### src/rtl/paddle_pkg.sv
// rtl/paddle_pkg.sv - shared types, constants and saturating helpers for paddle_cap_emu
package paddle_pkg;

  localparam int CAP_W   = 8;
  localparam int POS_MAX = 255;

  typedef enum logic [1:0] {
    SRC_BTN    = 2'd0,
    SRC_ANA_HI = 2'd1,
    SRC_ANA_LO = 2'd2,
    SRC_PADDLE = 2'd3
  } paddle_src_t;

  // Move the bat up: clamp at the top of the screen instead of wrapping.
  function automatic logic [7:0] pos_step_up(input logic [7:0] pos, input logic [7:0] step);
    logic [7:0] res;
    if (pos < step) res = 8'd0;
    else            res = pos - step;
    return res;
  endfunction

  // Move the bat down: the sum is formed in 9 bits so the carry shows overflow.
  function automatic logic [7:0] pos_step_down(input logic [7:0] pos, input logic [7:0] step);
    logic [8:0] sum;
    logic [7:0] res;
    sum = {1'b0, pos} + {1'b0, step};
    if (sum > 9'(POS_MAX)) res = 8'(POS_MAX);
    else                   res = sum[7:0];
    return res;
  endfunction

endpackage

### src/rtl/paddle_channel.sv
// rtl/paddle_channel.sv - one paddle channel (position, discharge count, source mux); analog/paddle sources need PADDLE_ANALOG_EN
module paddle_channel
  import paddle_pkg::*;
#(
  parameter int SPEED_FAST = 8,
  parameter int SPEED_SLOW = 5,
  parameter int POS_RESET  = 128
) (
  input  logic             clk_sys,
  input  logic             reset,
  input  logic             vs_rise,
  input  logic             hs_rise,
  input  logic             fast,
  input  logic             up,
  input  logic             down,
  input  logic [1:0]       src,
  input  logic             invert,
  input  logic [15:0]      analog,
  input  logic [7:0]       paddle,
  output logic [CAP_W-1:0] cap,
  output logic [7:0]       pos
);

  logic [7:0]       step;
  logic [CAP_W-1:0] inv_mask;
  logic [CAP_W-1:0] load_val;
  logic             use_buttons;
  logic [7:0]       pos_next;

  assign step     = fast ? 8'(SPEED_FAST) : 8'(SPEED_SLOW);
  assign inv_mask = {CAP_W{invert}};

`ifdef PADDLE_ANALOG_EN
  paddle_src_t src_sel;
  assign src_sel     = paddle_src_t'(src);
  assign use_buttons = (src_sel == SRC_BTN);

  // Select the frame's discharge delay; analog bytes are offset-binary converted by flipping the sign bit.
  always_comb begin
    load_val = pos ^ inv_mask;
    case (src_sel)
      SRC_BTN:    load_val = pos ^ inv_mask;
      SRC_ANA_HI: load_val = {~analog[15], analog[14:8]} ^ inv_mask;
      SRC_ANA_LO: load_val = {~analog[7], analog[6:0]} ^ inv_mask;
      SRC_PADDLE: load_val = paddle ^ inv_mask;
      default:    load_val = pos ^ inv_mask;
    endcase
  end
`else
  logic unused_inputs;
  assign unused_inputs = ^{src, analog, paddle};
  assign use_buttons   = 1'b1;
  assign load_val      = pos ^ inv_mask;
`endif

  // Button-driven position for next frame; down has priority when both are held.
  always_comb begin
    pos_next = pos;
    if (down)    pos_next = pos_step_down(pos, step);
    else if (up) pos_next = pos_step_up(pos, step);
  end

  // Load the count at frame start (old position), then count lines down to zero.
  always_ff @(posedge clk_sys) begin
    if (reset) begin
      pos <= 8'(POS_RESET);
      cap <= '0;
    end else if (vs_rise) begin
      cap <= load_val;
      if (use_buttons) pos <= pos_next;
    end else if (hs_rise && (cap != '0)) begin
      cap <= cap - CAP_W'(1);
    end
  end

endmodule

### src/rtl/paddle_cap_emu.sv
// rtl/paddle_cap_emu.sv - two-channel AY-3-8500 paddle RC-discharge emulator; PADDLE_ANALOG_EN enables analog/paddle sources
module paddle_cap_emu
  import paddle_pkg::*;
#(
  parameter int SPEED_FAST = 8,
  parameter int SPEED_SLOW = 5,
  parameter int POS_RESET  = 128
) (
  input  logic        clk_sys,
  input  logic        reset,
  input  logic        hs,
  input  logic        vs,
  input  logic        fast,
  input  logic        p1_up,
  input  logic        p1_down,
  input  logic        p2_up,
  input  logic        p2_down,
  input  logic [1:0]  p1_src,
  input  logic [1:0]  p2_src,
  input  logic        p1_invert,
  input  logic        p2_invert,
  input  logic        mirror,
  input  logic [15:0] analog0,
  input  logic [15:0] analog1,
  input  logic [7:0]  paddle0,
  input  logic [7:0]  paddle1,
  output logic        lp_in,
  output logic        rp_in,
  output logic [7:0]  p1_pos,
  output logic [7:0]  p2_pos
);

  logic             hs_q;
  logic             vs_q;
  logic             rst_q;
  logic             hs_rise;
  logic             vs_rise;
  logic [CAP_W-1:0] cap1;
  logic [CAP_W-1:0] cap2;

  // Sync history; rst_q masks the first cycle after reset so a sync already high is not seen as an edge.
  always_ff @(posedge clk_sys) begin
    if (reset) begin
      hs_q  <= 1'b0;
      vs_q  <= 1'b0;
      rst_q <= 1'b1;
    end else begin
      hs_q  <= hs;
      vs_q  <= vs;
      rst_q <= 1'b0;
    end
  end

  assign vs_rise = vs & ~vs_q & ~rst_q;
  assign hs_rise = hs & ~hs_q & ~rst_q;

  paddle_channel #(
    .SPEED_FAST (SPEED_FAST),
    .SPEED_SLOW (SPEED_SLOW),
    .POS_RESET  (POS_RESET)
  ) u_ch1 (
    .clk_sys (clk_sys),
    .reset   (reset),
    .vs_rise (vs_rise),
    .hs_rise (hs_rise),
    .fast    (fast),
    .up      (p1_up),
    .down    (p1_down),
    .src     (p1_src),
    .invert  (p1_invert),
    .analog  (analog0),
    .paddle  (paddle0),
    .cap     (cap1),
    .pos     (p1_pos)
  );

  paddle_channel #(
    .SPEED_FAST (SPEED_FAST),
    .SPEED_SLOW (SPEED_SLOW),
    .POS_RESET  (POS_RESET)
  ) u_ch2 (
    .clk_sys (clk_sys),
    .reset   (reset),
    .vs_rise (vs_rise),
    .hs_rise (hs_rise),
    .fast    (fast),
    .up      (p2_up),
    .down    (p2_down),
    .src     (p2_src),
    .invert  (p2_invert),
    .analog  (analog1),
    .paddle  (paddle1),
    .cap     (cap2),
    .pos     (p2_pos)
  );

  assign lp_in = (cap1 == '0);
  assign rp_in = mirror ? (cap1 == '0) : (cap2 == '0);

endmodule

### config.mk
export PLATFORM = sky130hd
export DESIGN_NAME = paddle_cap_emu
export DESIGN_NICKNAME = d
export VERILOG_FILES = /design/src/rtl/paddle_pkg.sv /design/src/rtl/paddle_channel.sv /design/src/rtl/paddle_cap_emu.sv
export SDC_FILE = /design/constraint.sdc
export NUM_CORES = 1
export LEC_CHECK = 0
export CORE_UTILIZATION = 48
export DETAILED_ROUTE_END_ITERATION = 8
export HOLD_SLACK_MARGIN = 0.06
export MAX_ROUTING_LAYER = met4
export PLACE_DENSITY = 0.81
export SLEW_MARGIN = 20
export SYNTH_ARGS = -nofsm -noshare
export SYNTH_HDL_FRONTEND = slang
export SYNTH_HIERARCHICAL = 1
export SYNTH_SLANG_ARGS = --single-unit
### constraint.sdc
create_clock -name clk_sys -period 2.7 [get_ports clk_sys]
set_input_delay 0.54 -clock clk_sys [delete_from_list [all_inputs] [get_ports clk_sys]]
set_output_delay 0.54 -clock clk_sys [all_outputs]
set_load 0.01 [all_outputs]
-- Yosys cells after proc, flatten, opt, wreduce, memory -nomap -nowiden
Cells that the tools add are included.
- register bits: 35
- bits of input ports: 64
- word-level logic and storage cells: 53
- add/subtract/negate cells: 6
- $lt $le $gt $ge: 4
- mux-type cells: 15
- bitwise gates (word level): 9
- reductions and logical operators: 12
- operators with widths (cell ; count):
    8-bit 2-to-1 mux ; 12
    8-bit by 8-bit adder with 9-bit output ; 2
    9-bit by 8-bit > comparator with 1-bit output (second input constant) ; 2
    8-bit zero test ; 2
    8-bit less-than comparator ; 2
    8-bit nonzero test ; 2
    8-bit by 1-bit subtractor with 8-bit output (second input constant) ; 2
    8-bit subtractor ; 2
    8-bit bitwise XOR ; 2
    2-bit nonzero test ; 4
    1-bit bitwise AND ; 4
    4-bit 2-to-1 mux ; 1
    2-bit AND reduction ; 2
    1-bit NOT ; 3
    1-bit logical AND ; 2
    1-bit 2-to-1 mux ; 2

-- Longest topological paths before layout
Gate-level depths: netlist of run 1.
- word-level depth: 6
- depth in mapped cells: 8
- depth with buffers taken out: 8

-- By module
The synthesis of run 1 kept the hierarchy.
- by module, submodules not included (module ; instances ; cells each ; area each (um^2)):
    paddle_channel ; 2 ; 171 ; 1338.8
    paddle_cap_emu ; 1 ; 14 ; 136.4

-- Least setup slack after synthesis of run 1
OpenSTA, ideal clock, no wires.
- kind: input port to flip-flop
- from: in vs
- to: reg u_ch1.pos[4]
- setup time: 91 ps
- data arrival time: 2208 ps
- required time: 2609 ps
- setup slack: 401 ps
- cell stages on the path: 5
- buffers on the path: 0
- cells stage by stage: nor3b_1 o21ai_1 nor4b_1 a311oi_1 a311oi_1
- word-level cells in the longest chain between the ends: 3
- ends and longest elaborated chain (item ; line ; text):
    from (decl) ; paddle_cap_emu.sv:12 ; input logic vs,
    1-bit bitwise AND (2 in a row) ; paddle_cap_emu.sv:54 ; assign vs_rise = vs & ~vs_q & ~rst_q;
    2-bit AND reduction (no line) ; -- ;
    to (signal assigned) ; paddle_channel.sv:66 ; pos <= 8'(POS_RESET);
    to (signal assigned) ; paddle_channel.sv:70 ; if (use_buttons) pos <= pos_next;
    to (decl) ; paddle_channel.sv:21 ; output logic [7:0] pos
No other way between the ends.
A chain may end at the register's enable or synchronous reset.

-- Worst setup path in the final report of run 1
- from: in fast
- to: reg u_ch1.pos[5]
- word-level cells in the longest chain between the ends: 5
- elaborated cells on any way between the ends: 9
- classes of those cells: add/sub (2); order compare (2); mux (5)
- ends and longest elaborated chain (item ; line ; text):
    from (decl) ; paddle_cap_emu.sv:13 ; input logic fast,
    4-bit 2-to-1 mux (*) ; paddle_channel.sv:30 ; assign step = fast ? 8'(SPEED_FAST) : 8'(SPEED_SLOW);
    8-bit by 8-bit adder with 9-bit output, or another cell as far along ; paddle_pkg.sv:26 ; sum = {1'b0, pos} + {1'b0, step};
    9-bit by 8-bit > comparator with 1-bit output or 8-bit 2-to-1 mux (tied branches) ; paddle_pkg.sv:27, paddle_pkg.sv:17 ;
    8-bit 2-to-1 mux (on tied branches) ; paddle_pkg.sv:27, paddle_channel.sv:60 ;
    8-bit 2-to-1 mux (*) ; paddle_channel.sv:59 ; if (down) pos_next = pos_step_down(pos, step);
Every way passes the cells marked *; elsewhere a longest branch is shown, timed or not. The select of a mux whose other input is x is not followed.

==> run metrics, run 1 <==
status=finished, final reports clean; Max transition margin=0.614; worst min path class=flop to flop; fin cells=485; Yosys warning total=6; flop2flop setup slack=between 500 and 600 ps; Cell Chain, Critical Path=clkdlybuf4s50_1, inv_1, ha_1, or3b_1, a311oi_1, mux2i_1, o32ai_1, a41o_1; FF+latch count, synth=35; Pre-antenna DRT Iters=4; post-CTS sizing=0; total die area=6170 µm²; most common cell in the synthesized netlist=dfxtp_1; HP Start=u_ch2/pos[0]; Total GRT Usage=0.256; diode count=0; Worst R2R End=u_ch2/pos[1]; synth top area cells=dfxtp_1 (25%), ha_1 (8.9%), xnor2_1 (5.6%); FILL cells=499; final hold vios=0; Setup Viol. Count Final=0; placed cells=477; Worst path slowest cell=clkdlybuf4s50_1; CP Class=input pin to flop; area of the multi-input gates=about 2000 µm²; actual slew at the worst max-slew pin=575 ps; CP max FO=5; global-route wire length before repair=12.3 mm; clk_skew=6.31 ps; main flop type after synthesis=dfxtp_1; post-DR wirelength/cell=approximately 15 µm; Die Y=approximately 79 µm; CP peak stage delay=roughly 500 ps; critical path capture point type=flop; Post-Route WL=7.22 mm; simple-gate area share of the yosys netlist=0.198; synth-to-layout area growth=25.7%; # clock sinks=35; crit path launch type=input pin; Longest Clk Path Bufs=2; gr ovfl total=0; Placer Congestion=0.947; Final ANT Viol Nets=0; Register Area=approximately 700 µm²; NumNets Final=just under 500; drt initial violations=~180; Final Max Slew Viols=0; via count=~2800; crit-path leading delay family=compound AO/OA/AOI/OAI gates; Pwr Density=~440 nW/µm²; Compound-Gate Fraction of Synth Area=0.289; post-CTS setup buffers=0; initial antenna violation count=0; H-tree levels=2; Post-CTS Hold Buffers=0; syn nets=440; EDFF count, synth=0; unrepaired setup endpoints after global routing=no; largest net degree at the start of global routing=22; maxcap violations=0; Post-Synthesis Cell Area=roughly 2800 µm²; adder-cell share of the synthesized area=0.0889; average size of a mapped cell=between 7 and 8 µm²; period utilization=0.965; min setup slack post-route=around 94 ps; Rows=27; Netlist cell types=45; DIE WIDTH=~79 µm; CP required=2880 ps; CORE AREA=roughly 5600 µm²; total CTS buffers=5; clk root buf=clkbuf_8; clock latency on the worst-skew pair=about 290 ps; port bufs=29; drc violations=0; CTS tree=done; LEAKAGE=roughly 1.4 nW; XOR/XNOR Fraction of Synth Area=0.0996; setup_tns=0 ps; maximum clock frequency=about 380 MHz; cell count after synthesis=approximately 360; Synth area leader=dfxtp_1; Hold Crit Depth=2; Setup WS pre-CTS=-150 ps; Worst setup startpoint=fast; Worst Reg-to-Reg Cells=8; share of cells above drive strength 1=0.138; Crit path buffers/inverters=2; VDD IR max=0.000236 V; worst reg2reg path startpoint=u_ch2/pos[0]; Starting Density=0.505; Endpoint, Worst Hold=u_ch2/pos[0]; largest family of logic cells by synthesized area=compound AO/OA/AOI/OAI gates; asr flop ratio synth=0; Synth top cells by count=dfxtp_1 (35), nor2_1 (30), inv_1 (24); critical path arrival=2790 ps; register area share after synthesis=0.249; I/O pin cnt=between 80 and 90; top cell type's share of synthesized area=0.249; mux cell area share after synthesis=0.0142; Period minus WS final=approximately 2600 ps; clock slew at reported path FFs=approximately 70 ps; vias in the first global route=between 2000 and 3000; HPWL Detailed=between 5 and 6 mm; Vias/cell=between 5 and 6
## placed cells by master (no fill, tap or decap), types with 5 or more instances in the layout
| cell type | netlist | final |
|---|---|---|
| ha_1 | 20 | 20 |
| inv_1 | 24 | 24 |
| nand2b_1 | 6 | 6 |
| a311oi_1 | 10 | 10 |
| a211oi_1 | 16 | 16 |
| nor2_1 | 30 | 30 |
| nand3_1 | 6 | 6 |
| o21ai_0 | 18 | 18 |
| a31oi_1 | 8 | 8 |
| nor3_1 | 7 | 7 |
| xor2_1 | 14 | 14 |
| a21o_1 | 5 | 5 |
| clkdlybuf4s50_1 | 0 | 29 |
| xnor2_1 | 18 | 18 |
| o21a_1 | 6 | 6 |
| nand4_1 | 6 | 6 |
| clkbuf_8 | 0 | 5 |
| dfxtp_1 | 35 | 35 |
| buf_4 | 0 | 41 |
| nand2_1 | 20 | 20 |
| a21oi_1 | 20 | 20 |
## cells by family (layout without fill, tap and decap cells)
kind of cell / after synthesis / after routing
buffers and inverters: 46 / 103
and+or+nand+nor: 104 / 104
DFF: 35 / 35
adders and majority gates: 20 / 20
muxes: 4 / 4
xor gates and xnor gates: 32 / 32
AOI/OAI and AO/OA: 115 / 115
## routing by layer
metal | share of wire | up-vias | wire, µm | global-route usage
met5 | 0 | - | 0 | -
met4 | 0.012 | 0 | 87 | 0.113
met3 | 0.047 | 8 | 337 | 0.0326
met2 | 0.47 | 76 | 3410 | 0.406
met1 | 0.47 | 1316 | 3390 | 0.325
li1 | - | 1436 | - | -
## worst register-to-register path: stages, from the launching register on
cell and delay (ps):
dfxtp_1 420, inv_1 90, ha_1 220, ha_1 210, o21bai_1 240, nand2_1 160, a21o_1 220, o21a_1 190
a221oi_1 290
## power breakdown
part	switching (mW)	internal (mW)	total, mW
Clock	0.190	0.181	0.371
Sequential	0.0677	0.559	0.627
Combinational	0.273	0.283	0.556
## through the flow
stage,hold WS (ps),instance area [µm²],util,power (mW)
detailed placement,555,3440,0.618,1.18
finish,574,3540,0.634,1.55
CTS,566,3530,0.633,1.55
global placement,547,3440,0.618,1.16
global route,619,3540,0.634,1.65
floorplan,537,2810,-,0.977
## flip-flops by register name (all words and copies together), names as in the netlist
name and count:
u_ch1/cap 8, u_ch1/pos 8, u_ch2/cap 8, u_ch2/pos 8
hs_q 1, rst_q 1, vs_q 1
## layout make-up
| cell class | instances | share of cell area |
|---|---|---|
| clock inverters | 1 | 0.00142 |
| clock buffers | 7 | 0.0216 |
| repair buffers | 71 | 0.175 |
| multi-input cells | 275 | 0.553 |
| inverters | 24 | 0.0255 |
| well taps | 72 | 0.0255 |
| flip-flops and latches | 35 | 0.198 |
## worst max-delay path by stage
stage / endpoint / cells past startpoint
5_1_grt: u_ch2/pos[2] / 10
3_5_place_dp: u_ch2/pos[1] / 9
4_1_cts: u_ch1/pos[5] / 9
3_3_place_gp: u_ch1/pos[3] / 9
2_1_floorplan: u_ch1/pos[4] / 5
6_report: u_ch1/pos[5] / 8
(Power assumes the default switching activity.)
==> run 2, diff against run 1 <==
Settings changed: ABC_AREA from default to 1, CORE_UTILIZATION 48 to 51, PLACE_DENSITY 0.81 to 0.82.
==> run metrics, run 2 <==
drt initial violations=195 (+8.9%); maxcap violations=0 (unchanged); I/O pin cnt=82 (unchanged); maximum clock frequency=434 MHz (+13%); share of cells above drive strength 1=0.100 (-0.0378); Total GRT Usage=0.246 (-0.0102); NumNets Final=664 (+34%); commonest non-fill, non-tap cells in the layout=nand2_1 (126), inv_1 (74), nor2_1 (65), nand3_1 (58); cell count after synthesis=557 (+56%); CP peak stage delay=570 ps (+80 ps); initial antenna violation count=0 (unchanged); Starting Density=0.533 (+0.0283); Die Y=83.7 µm (+6.5%); status=finished, final reports clean; period utilization=0.853 (-0.112); register area share after synthesis=0.206 (-0.0432); drc violations=0 (unchanged); synth-to-layout area growth=9.96%; H-tree levels=2 (unchanged); Yosys warning total=6 (unchanged); CORE AREA=6390 µm² (+15%); largest net degree at the start of global routing=15 (-32%); final instance area=3740 µm² (+5.9%); M2 GR Usage=0.402 (-0.00402); grt met1 use=0.322 (-0.00312); LEAKAGE=1.84 nW (+29%); # clock sinks=35 (unchanged); Cell Chain, Critical Path=clkdlybuf4s50_1, inv_1, ha_1, inv_2, nand3_1, nand2_1, nor2_2, nor2_4, nand3_1, nand3_1, nand2_1, inv_1; critical path arrival=2490 ps (-300 ps); Placer Congestion=0.893 (-5.7%); CTS tree=done; Post-Synthesis Cell Area=3400 µm² (+21%); post-DR wirelength/cell=12.2 µm (-18%); global-route wire length before repair=14.1 mm (+15%); CP most frequent cell=nand3_1; port bufs=29 (unchanged); Max transition margin=0.682 (+0.0677); EDFF count, synth=0 (unchanged); Post-Route WL=7.98 mm (+10%); synth top area cells=dfxtp_1 (21%), nand2_1 (14%), nand3_1 (8.5%); clk_skew=4.47 ps (-1.84 ps); clock latency on the worst-skew pair=290 ps (about the same); Period minus WS final=2300 ps (-303 ps); dpl cell area=3670 µm² (+6.6%); actual slew at the worst max-slew pin=477 ps (-98.3 ps); worst min path class=flop to flop; main flop type after synthesis=dfxtp_1; diode count=0 (unchanged); VDD IR max=0.000314 V (+33%); routing usage on met3=0.0297 (-0.00288); Netlist cell types=29 (-36%); total CTS buffers=5 (unchanged); CP required=2890 ps (about the same); post-CTS sizing=0 (unchanged); HPWL Detailed=6.04 mm (+13%); crit path launch type=input pin; Setup WS pre-CTS=109 ps (+259 ps); switching fraction of total power=0.389 (+0.0472); Final Max Slew Viols=0 (unchanged); Worst path slowest cell=clkdlybuf4s50_1; Pwr Density=445 nW/µm² (+1.3%); via count=3503 (+24%); clk root buf=clkbuf_8; CP max FO=7 (+2); clock slew at reported path FFs=70 ps (about the same); total die area=7010 µm² (+14%); clock power share=0.210 (-0.029); Pre-antenna DRT Iters=4 (unchanged); Vias/cell=5.34 (-8.7%); asr flop ratio synth=0 (unchanged); GRT Max-Usage Layer=met2; critical path capture point type=flop; final hold vios=0 (unchanged); Final ANT Viol Nets=0 (unchanged); Crit path buffers/inverters=4 (+2); Synth top cells by count=nand2_1 (126), inv_1 (74), nor2_1 (65); Synth area leader=dfxtp_1; commonest non-fill, non-tap cell in the layout=nand2_1; syn nets=641 (+46%); crit-path leading delay family=buffers and inverters; min setup slack post-route=396 ps (+303 ps); net switching power=0.648 mW (+22%); most common cell in the synthesized netlist=nand2_1; Post-CTS Hold Buffers=0 (unchanged); DIE WIDTH=83.7 µm (+6.5%); CP Class=input pin to flop; FF+latch count, synth=35 (unchanged); Setup Viol. Count Final=0 (unchanged); setup_tns=0 ps (unchanged); Combinational Power Share=0.407 (+0.049); Rows=29 (+7.4%); internal power=1.02 mW (-0.47%); post-CTS setup buffers=0 (unchanged); gr ovfl total=0 (unchanged); vias in the first global route=3189 (+17%); average size of a mapped cell=6.11 µm² (-23%); Seq pwr share=0.383 (-0.020); Longest Clk Path Bufs=2 (unchanged); unrepaired setup endpoints after global routing=no; top cell type's share of synthesized area=0.206 (-0.0432)
[run 2: cell types whose count changed in the layout (fill, tap and decap cells not counted), moves of 16 or more]
cell / before / now
a211oi_1: 16 / 0
a21oi_1: 20 / 36
buf_4: 41 / 5
inv_1: 24 / 74
nand2_1: 20 / 126
nand3_1: 6 / 58
nor2_1: 30 / 65
o21ai_0: 18 / 36
[run 2: power by group through the flow]
stage / Sequential, mW / Clock [mW] / Combinational (mW)
after floorplan: 0.629 / 0 / 0.536
after global placement: 0.646 / 0 / 0.649
after detailed placement: 0.649 / 0 / 0.669
after CTS: 0.638 / 0.358 / 0.673
after global routing: 0.648 / 0.379 / 0.770
final: 0.638 / 0.349 / 0.679
[run 2: cells by family (layout without fill, tap and decap cells)]
family | count (synthesis) | count (layout) | synth area share
and+or+nand+nor | 282 | 282 | 0.366
AOI/OAI and AO/OA | 102 | 102 | 0.173
buffers and inverters | 102 | 124 | 0.140
DFF | 35 | 35 | 0.206
adders and majority gates | 20 | 20 | 0.0735
xor gates and xnor gates | 16 | 16 | 0.0412
[run 2: metrics by stage]
| step | std cells | utilization | power, mW | hold WS [ps] |
|---|---|---|---|---|
| floorplan | 557 | - | 1.17 | 454 |
| CTS | 656 | 0.586 | 1.67 | 511 |
| global placement | 650 | 0.575 | 1.30 | 477 |
| global route | 656 | 0.586 | 1.80 | 537 |
| finish | 656 | 0.586 | 1.67 | 512 |
| detailed placement | 650 | 0.575 | 1.32 | 495 |
[run 2: layout make-up]
cell class,count,area [µm²]
fill,628,2640
multi-input combinational,420,2230
sequential,35,701
timing repair buffer,34,328
inverter,84,315
tap,77,96.3
clock buffer,6,72.6
[run 2: worst paths after layout]
check | from | endpoint | slack [ps] | cells after the start
worst max-delay path | fast | u_ch2/pos[5] | 400 | 12
worst max register to register | u_ch2/pos[0] | u_ch2/pos[3] | 880 | 12
worst min-delay path | u_ch2/cap[0] | u_ch2/cap[0] | 510 | 2
worst min register to register | u_ch2/cap[0] | u_ch2/cap[0] | 510 | 2
[run 2: layer usage]
metal / wire length, µm / share of wire
met5: 0 / 0
met4: 96 / 0.012
met3: 410 / 0.051
met2: 3750 / 0.47
met1: 3720 / 0.47
[run 2: worst min-delay path: stages, from the launching register on]
cell and delay [ps]:
dfxtp_1 330, nand2_1 80, a21oi_1 60
